$ cat src/rtl/simon_pkg.sv
// Shared types and helpers for the Simon player-side logic.
package simon_pkg;

  localparam int unsigned MAX_LEN  = 10;
  localparam int unsigned IDX_W    = 4;
  localparam int unsigned NOTE_W   = 2;
  localparam int unsigned NUM_BTNS = 4;

  typedef logic [NOTE_W-1:0] note_t;

  typedef enum logic [1:0] {
    IDLE,
    WAIT_PRESS,
    WAIT_RELEASE
  } chk_state_e;

  function automatic logic is_onehot(input logic [NUM_BTNS-1:0] v);
    return (v != '0) && ((v & (v - NUM_BTNS'(1))) == '0);
  endfunction

  // Only meaningful for one-hot inputs; highest set bit wins otherwise.
  function automatic note_t onehot_to_note(input logic [NUM_BTNS-1:0] v);
    note_t n;
    n = '0;
    for (int k = 0; k < NUM_BTNS; k++) begin
      if (v[k]) n = NOTE_W'(k);
    end
    return n;
  endfunction

endpackage

$ cat src/rtl/btn_debouncer.sv
// Button front end: 2-FF synchroniser, stability counter, one-hot decode
// and a one-cycle press pulse on the rising edge of player_pressed.
module btn_debouncer
  import simon_pkg::*;
#(
  parameter int unsigned DEBOUNCE_CYCLES = 500000
) (
  input  logic                clk,
  input  logic                reset,
  input  logic [NUM_BTNS-1:0] btns,
  output logic [NOTE_W-1:0]   player_num,
  output logic                player_pressed,
  output logic                press
);

  localparam int unsigned CNT_W = (DEBOUNCE_CYCLES > 1) ? $clog2(DEBOUNCE_CYCLES) : 1;
  localparam logic [CNT_W-1:0] CNT_MAX = CNT_W'(DEBOUNCE_CYCLES - 1);

  logic [NUM_BTNS-1:0] sync1_q, sync2_q;
  logic [NUM_BTNS-1:0] db_q, db_d;
  logic [CNT_W-1:0]    cnt_q, cnt_d;
  note_t               num_q, num_d;
  logic                pressed_q, pressed_d;
  logic                press_q, press_d;

  // sync1 != sync2 means sync2 is about to take a new pattern this edge.
  always_comb begin
    cnt_d     = cnt_q;
    db_d      = db_q;
    num_d     = num_q;
    pressed_d = pressed_q;
    press_d   = 1'b0;

    if (sync1_q != sync2_q) begin
      cnt_d = '0;
    end else if (cnt_q != CNT_MAX) begin
      cnt_d = cnt_q + CNT_W'(1);
    end

    if (cnt_q == CNT_MAX) begin
      db_d = sync2_q;
    end

    pressed_d = is_onehot(db_d);
    if (pressed_d) begin
      num_d = onehot_to_note(db_d);
    end
    press_d = pressed_d & ~pressed_q;
  end

  always_ff @(posedge clk or posedge reset) begin
    if (reset) begin
      sync1_q   <= '0;
      sync2_q   <= '0;
      cnt_q     <= '0;
      db_q      <= '0;
      num_q     <= '0;
      pressed_q <= 1'b0;
      press_q   <= 1'b0;
    end else begin
      sync1_q   <= btns;
      sync2_q   <= sync1_q;
      cnt_q     <= cnt_d;
      db_q      <= db_d;
      num_q     <= num_d;
      pressed_q <= pressed_d;
      press_q   <= press_d;
    end
  end

  assign player_num     = num_q;
  assign player_pressed = pressed_q;
  assign press          = press_q;

endmodule

$ cat config.mk
export PLATFORM = sky130hd
export DESIGN_NAME = btn_debouncer
export DESIGN_NICKNAME = d
export VERILOG_FILES = /design/src/rtl/simon_pkg.sv /design/src/rtl/btn_debouncer.sv
export SDC_FILE = /design/constraint.sdc
export NUM_CORES = 1
export LEC_CHECK = 0
export CAP_MARGIN = 10
export CELL_PAD_IN_SITES_DETAIL_PLACEMENT = 1
export CELL_PAD_IN_SITES_GLOBAL_PLACEMENT = 2
export CORE_UTILIZATION = 39
export CTS_CLUSTER_DIAMETER = 40
export DETAILED_ROUTE_END_ITERATION = 16
export PLACE_DENSITY_LB_ADDON = 0.1
export SLEW_MARGIN = 25
export SYNTH_ARGS = -nofsm -noshare
export SYNTH_HDL_FRONTEND = slang
export SYNTH_SLANG_ARGS = --single-unit
export TNS_END_PERCENT = 10
$ cat constraint.sdc
create_clock -name clk -period 2.4 [get_ports clk]
set_input_delay 0.48 -clock clk [delete_from_list [all_inputs] [get_ports clk]]
set_output_delay 0.48 -clock clk [all_outputs]
set_load 0.01 [all_outputs]
; ---- Word level (Yosys, flattened, before mapping)
; Index checks and enable logic that the tools add are counted.
[totals]
ramBits = 0
in_bits = 6
ff_bits = 35
word_cells = 25
memories = 0
rom_bits = 0
latch_bits = 0
[op_classes]
shift = 0
muxes = 6
magnitude_cmp = 0
reduce_logical = 4
n_mul = 0
n_bitwise = 3
eq_ne = 3
n_div = 0
add_sub_neg = 2
[ops]
columns = cell, count
row1 = $mux 19, 2
row2 = $add 19x1->19 const B, 1
row3 = $eq 19x19->1 const B, 1
row4 = $ne 19x19->1 const B, 1
row5 = $and 4x4->4, 1
row6 = $logic_not 4->1, 1
row7 = $mux 2, 2
row8 = $mux 4, 1
row9 = $ne 4x4->1, 1
row10 = $reduce_bool 4->1, 1
row11 = $sub 4x1->4 const B, 1
row12 = $reduce_bool 2->1, 1
row13 = $and 1x1->1, 1
row14 = $logic_and 1x1->1, 1
row15 = $mux 1, 1
row16 = $not 1->1, 1

; ---- Longest topological paths before layout
; Gate-level depths: netlist of the first run.
[depth]
ltp_word = 7
ltp_mapped = 7

; ---- Least setup slack after synthesis of the first run
; Ideal clock, no wire load.
[synth_path]
kind = register -> register
start = reg cnt_q[0]
end = reg num_q[0], in the netlist player_num[0]
stages_incl_launch_ff = 7
setup_slack_ps = 527
synth_period_minus_slack_ps = 1873
arrival_ps = 1746
setup_time_ps = 126
required_time_ps = 2274
cell_sequence = dfrtp_1 -> ha_1 -> and2_1 -> nand4_2 -> nor2_4 -> mux2_2 -> o32a_1
[synth_via]
elab_chain_len = 6
elab_cells_between_ends = 10
[synth_rtl]
columns = element, line_no
row1 = start: declaration, btn_debouncer.sv:21  ; logic [CNT_W-1:0] cnt_q, cnt_d;
row2 = start signal: assignment, btn_debouncer.sv:63  ; cnt_q <= cnt_d;
row3 = $eq 19x19->1 (*), btn_debouncer.sv:40  ; if (cnt_q == CNT_MAX) begin
row4 = $mux 4 (*), btn_debouncer.sv:40
row5 = named net db_d[1], btn_debouncer.sv:20  ; logic [NUM_BTNS-1:0] db_q, db_d;
row6 = $sub 4x1->4, simon_pkg.sv:18  ; return (v != '0) && ((v & (v - NUM_BTNS'(1))) == '0);
row7 = $and 4x4->4, simon_pkg.sv:18
row8 = $logic_not 4->1, simon_pkg.sv:18
row9 = $logic_and 1x1->1, simon_pkg.sv:18
row10 = end signal: assignment, btn_debouncer.sv:65  ; num_q <= num_d;
row11 = end: declaration, btn_debouncer.sv:22  ; note_t num_q, num_d;
; The timed path passes the listed nets; every way through them passes the cells marked *.
; A chain may end at the register's enable or synchronous reset.

; ---- Worst setup path after layout of the first run
; Same ends and word-level chain as after synthesis.

==> results_dict.tcl, run 1 <==
set metrics [dict create \
    outcome "finished, final reports clean" \
    fin_util_pct 46.7 \
    ys_ff_latch 35 \
    end_kind "flop" \
    cp.required_ps 2570 \
    fp.dieH_um 69.3 \
    synth_area_um2 1770 \
    syn_avg_cell_area_um2 10.5 \
    clk_path_buf_depth 2 \
    yosysUniqueCellTypes 37 \
    vias 1228 \
    cap_violations 0 \
    hold_viol_final 0 \
    finalSetupViolCount 0 \
    cts_hold_buf 0 \
    final.setup_skew_ps 5.87 \
    syn2layout_area_growth_pct 15.1 \
    diodes 0 \
    cts_sinks 35 \
    max-slew-margin-rel_pct 71.1 \
    grt_max_degree 36 \
    nets 184 \
    p_leak_nw 0.829 \
    cp_cell_sequence "ha_1 -> and2_1 -> nand4_2 -> nor2_4 -> mux2_2 -> o32a_1" \
    holdCritPathClass "reg -> reg" \
    ys_warn_count 0 \
    fin_area_um2 2030 \
    grt_pass1_wl_um 6500 \
    vdd.ir_drop.worst_mv 0.403 \
    slowest_delay_ps 390 \
    setup.worst_path.start_class "flop" \
    ctsRootBufferMaster "clkbuf_8" \
    worstPathArrival_ps 2320 \
    die_area_um2 4810 \
    cp_slowest_cell "dfrtp_1" \
    first_global_vias 1316 \
    cp_max_fo 9 \
    dpl.hpwl_um 2530 \
    grt_setup_unrepaired "no" \
    fmax_ghz 0.465 \
    drive_gt1_share_pct 13.5 \
    yosysSeqAreaShare_pct 49.5 \
    post-route-drc-count 0 \
    cts.clk_slew.worst_paths_ps 80 \
    worstSkewPairLatency_ps 290 \
    cts.htree.levels 2 \
    die_w_um 69.3 \
    grt_remaining_overflow 0 \
    antenna_left 0 \
    setup_tns_ps 0 \
    worst_pin_slew_ps 433 \
    core_um2 4350 \
    stdcell_count 230 \
    wl_per_cell_um 15.9 \
    start_util_pct 40.6 \
    routed_wl_um 3650 \
    drtPass1Iterations 4 \
    drv_slew 0 \
    cts_tree "done" \
    p_per_area_nw_per_um2 637 \
    placed_cells 222 \
    critPathKind "reg -> reg" \
    cts_made_buffers 5 \
    fin_crit_sh_pct 89.6 \
    gp_congestion 0.827 \
    pin_count 10 \
    via_per_inst 5.34 \
    fin_ws_ps 249 \
    antenna_found_initial 0 \
    finalCriticalPeriod_ps 2150 \
    grt_usage_pct 17.1 \
    post-cts-setup-buffer-count 0 \
    drtIter0Drc 63 \
    post_cts_resized 0 \
    synth_cells 168 \
    syn_nets 175 \
    placed_area_um2 1900 \
    rows 24 \
    preCtsSetupSlack_ps 264 \
    io_buffers 9 \
]
-- critical path, delay by kind of cell (launching register included) --
kind                       cells  cell delay, ps
AOI/OAI and AO/OA              1             340
muxes                          1             380
DFF                            1             390
and+or+nand+nor                3             730
adders and majority gates      1             190
-- power by group --
group	internal [W]	leakage (nW)	switching, W	total [W]
logic	0.0000204	0.294	0.0000242	0.0000446
clock network	0.000414	0.0644	0.000227	0.000641
registers	0.000597	0.470	0.0000124	0.000609
-- area by class of cell --
class,count,area [um2]
Clock buffer,5,68.8
Multi-Input combinational cell,122,841
Tap cell,52,65.1
Sequential cell,35,876
Timing Repair Buffer,12,113
Inverter,1,3.75
Clock inverter,3,67.6
Fill cell,484,2320
-- cells in the mapped netlist --
cell / count / area share (%)
xnor2_1: 10 / 5.0
nand2b_1: 1 / 0.35
and2_1: 4 / 1.4
dfrtp_1: 35 / 50
or3_1: 2 / 0.71
clkbuf_1: 7 / 1.5
and4_1: 1 / 0.50
mux2_2: 6 / 3.8
ha_1: 1 / 0.71
nor4b_2: 2 / 1.7
a211oi_1: 2 / 0.85
nor4_1: 1 / 0.35
nand4b_1: 1 / 0.50
inv_1: 1 / 0.21
nand4_1: 9 / 3.2
a31oi_1: 1 / 0.35
nor2b_1: 3 / 1.1
mux2i_1: 2 / 1.1
o21ba_2: 1 / 0.57
xor2_1: 14 / 6.9
o22ai_1: 2 / 0.71
nor3_1: 4 / 1.1
nor2_1: 22 / 4.7
o32a_1: 1 / 0.57
nand3_2: 1 / 0.57
a211o_1: 1 / 0.50
o21ai_0: 8 / 2.3
and3_1: 3 / 1.1
nand2_1: 8 / 1.7
nor2_4: 1 / 0.64
nand4_2: 1 / 0.71
a21oi_1: 3 / 0.85
nand3_1: 3 / 0.85
buf_2: 2 / 0.57
nor4bb_4: 1 / 1.4
o211ai_1: 2 / 0.85
buf_6: 1 / 0.64
-- final timing paths --
kind                            depth (start not counted)  startpoint  slack (ps)       endpoint
worst max-delay path                                    6    cnt_q[0]         250  player_num[0]
worst min-delay path                                    0  sync1_q[3]         400     sync2_q[3]
worst max register to register                          6    cnt_q[0]         250  player_num[0]
worst min register to register                          0  sync1_q[3]         400     sync2_q[3]
max in group asynchronous                               3       reset        1510        db_q[0]
min in group asynchronous                               3       reset         590       cnt_q[6]
-- placed cells by master (no fill, tap or decap), types with 2 or more instances in the layout --
cell	n
nand4_1	9
a21oi_1	3
buf_4	3
xnor2_1	10
nor4b_2	2
o21ai_0	8
nor2_1	22
o22ai_1	2
a211oi_1	2
nand2_1	8
bufinv_16	2
clkdlybuf4s50_1	9
mux2_2	6
nor2b_1	3
clkbuf_8	5
and2_1	4
nand3_1	3
and3_1	3
mux2i_1	2
or3_1	2
dfrtp_1	35
xor2_1	14
o211ai_1	2
nor3_1	4
-- cell families after synthesis --
kind of cell / share of synthesized area (%)
flip-flops: 49.5
adder cells (fa/ha/maj): 0.708
XOR/XNOR: 11.9
buffers and inverters: 2.90
AND/OR/NAND/NOR: 22.5
AO/OA/AOI/OAI: 7.50
multiplexers: 4.95
-- per-layer routing --
layer  routed length (um)  global-route usage (%)
met1                 1900                    24.4
met5                    0                       0
met2                 1610                    25.4
met3                   91                    4.07
met4                   42                    6.35
-- through the flow --
step                      power (W)  hold slack (ps)
after floorplan            0.000648              373
after global placement     0.000666              382
after detailed placement   0.000668              384
after CTS                   0.00131              403
after global routing        0.00134              409
final                       0.00130              399
-- state kept, by name (all words and copies together), names as in the netlist --
signal / cells
player_num: 2
sync2_q: 4
press: 1
db_q: 4
sync1_q: 4
cnt_q: 19
player_pressed: 1
(Power assumes the default switching activity.)
==> run 2: changes to the inputs <==
--- a/config.mk
+++ b/config.mk
@@ -12,6 +12,7 @@
 export CTS_CLUSTER_DIAMETER = 40
 export DETAILED_ROUTE_END_ITERATION = 16
 export PLACE_DENSITY_LB_ADDON = 0.1
+export SETUP_SLACK_MARGIN = 0.05
 export SLEW_MARGIN = 25
 export SYNTH_ARGS = -nofsm -noshare
 export SYNTH_HDL_FRONTEND = slang
==> run 2 against run 1 <==
Net effect: die area unchanged; register-to-register slack better by 20 ps; clock power about the same; global-route usage unchanged; first-iteration DRC count down 11%; highest routed layer unchanged; core utilization up 0.52 points; worst setup slack better by 16 ps; via count up 0.90%; maximum frequency up 0.77%; cell count up 1.3%; sequential share of layout area down 0.47 points.
==> results_dict.tcl, run 2 (synthesis results as in run 1) <==
set metrics [dict create \
    outcome "finished, final reports clean" \
    cts_tree "done" \
    drtPass1Iterations 4 \
    cts_hold_buf 0 \
    clk_path_buf_depth 2 \
    end_kind "flop" \
    fmax_ghz 0.469 \
    nets 187 \
    post-route-drc-count 0 \
    worstPathArrival_ps 2310 \
    final.fill_count 482 \
    final.setup_skew_ps 5.59 \
    drtIter0Drc 56 \
    cts.htree.levels 2 \
    wl_met3_um 91 \
    seq_area_um2 876 \
    max-slew-margin-rel_pct 71.1 \
    multi_input_area_um2 841 \
    holdCritPathClass "reg -> reg" \
    top_layer "met4" \
    cts.clk_slew.worst_paths_ps 80 \
    top_register "cnt_q" \
    finalSetupViolCount 0 \
    setup_tns_ps 0 \
    vdd.ir_drop.worst_mv 0.403 \
    largest_reg_flops 19 \
    grt_setup_unrepaired "no" \
    hold_viol_final 0 \
    vias 1239 \
    finalCriticalPeriod_ps 2130 \
    p_leak_nw 0.845 \
    drv_slew 0 \
    cp.required_ps 2570 \
    dpl.hpwl_um 2530 \
    grt_pass1_wl_um 6500 \
    cts_made_buffers 5 \
    grt_remaining_overflow 0 \
    routed-wl-met2_um 1630 \
    grt_usage_pct 17.1 \
    antenna_left 0 \
    antenna_found_initial 0 \
    cts_sinks 35 \
    die_w_um 69.3 \
    worstSkewPairLatency_ps 290 \
    grt_max_degree 36 \
    fin_crit_sh_pct 88.9 \
    routed_wl_um 3690 \
    drive_gt1_share_pct 14.9 \
    fp.dieH_um 69.3 \
    wl_met1_um 1930 \
    via_per_inst 5.32 \
    ff2ff_setup_slack_ps 270 \
    die_area_um2 4810 \
    ctsRootBufferMaster "clkbuf_8" \
    critPathKind "reg -> reg" \
    syn2layout_area_growth_pct 16.3 \
    cap_violations 0 \
    mostFrequentLayoutCell "dfrtp_1" \
    pin_count 10 \
    wl_per_cell_um 15.8 \
    setup.worst_path.start_class "flop" \
    core_um2 4350 \
    diodes 0 \
    start_util_pct 40.6 \
    cp_max_fo 7 \
    rows 24 \
    gp_congestion 0.827 \
    final_cell_mix "35 x dfrtp_1, 22 x nor2_1, 14 x xor2_1, 10 x xnor2_1" \
    hold-worst-slack_ps 398 \
    p_per_area_nw_per_um2 629 \
    worst_pin_slew_ps 434 \
    io_buffers 9 \
    first_global_vias 1316 \
]
run 2: power breakdown:
group / switching [W] / internal, W / leakage [nW]
clock: 0.000226 / 0.000414 / 0.0644
combinational: 0.0000242 / 0.0000204 / 0.311
sequential: 0.0000125 / 0.000597 / 0.470
total: 0.000263 / 0.00103 / 0.845
run 2: through the flow:
stage	util, %	instance area [um2]	instances	total power, W	setup WS (ps)
final	47.2	2060	233	0.00129	266
after detailed placement	43.6	1900	222	0.000668	264
after global placement	43.6	1900	222	0.000666	356
after global routing	47.2	2060	233	0.00134	86.9
after CTS	46.7	2030	230	0.00131	255
after floorplan	-	1770	168	0.000648	527
run 2: cell type report:
type	instances	area share, %
Inverter	1	0.182
Clock buffer	5	3.35
Tap cell	52	3.16
Timing Repair Buffer	15	6.57
Clock inverter	3	3.28
Multi-Input combinational cell	122	40.9
Sequential cell	35	42.6
run 2: metal layers:
| layer | global-route usage (%) | vias to the layer above |
|---|---|---|
| met4 | 6.35 | 0 |
| met5 | 0 | - |
| met1 | 24.4 | 612 |
| met3 | 4.07 | 5 |
| li1 | - | 610 |
| met2 | 25.4 | 12 |
run 2: worst paths after layout:
| kind | startpoint | end | depth (start not counted) |
|---|---|---|---|
| worst max-delay path | cnt_q[0] | player_num[0] | 6 |
| worst min-delay path | sync1_q[3] | sync2_q[3] | 0 |
| worst max register to register | cnt_q[0] | player_num[0] | 6 |
| max in group asynchronous | reset | cnt_q[4] | 3 |
| worst min register to register | sync1_q[3] | sync2_q[3] | 0 |
| min in group asynchronous | reset | cnt_q[6] | 3 |
run 2: worst max-delay path: stages, from the launching register on:
cell     delay (ps)
dfrtp_1         390
ha_1            190
and2_1          240
nand4_2         230
nor2_4          250
mux2_2          370
o32a_1          340
run 2: repair_timing:
action / 4_1_cts / 5_1_grt
setup endpoints to repair: 0 / 1
gates resized for setup: 0 / 0
buffers inserted: 0 / 3
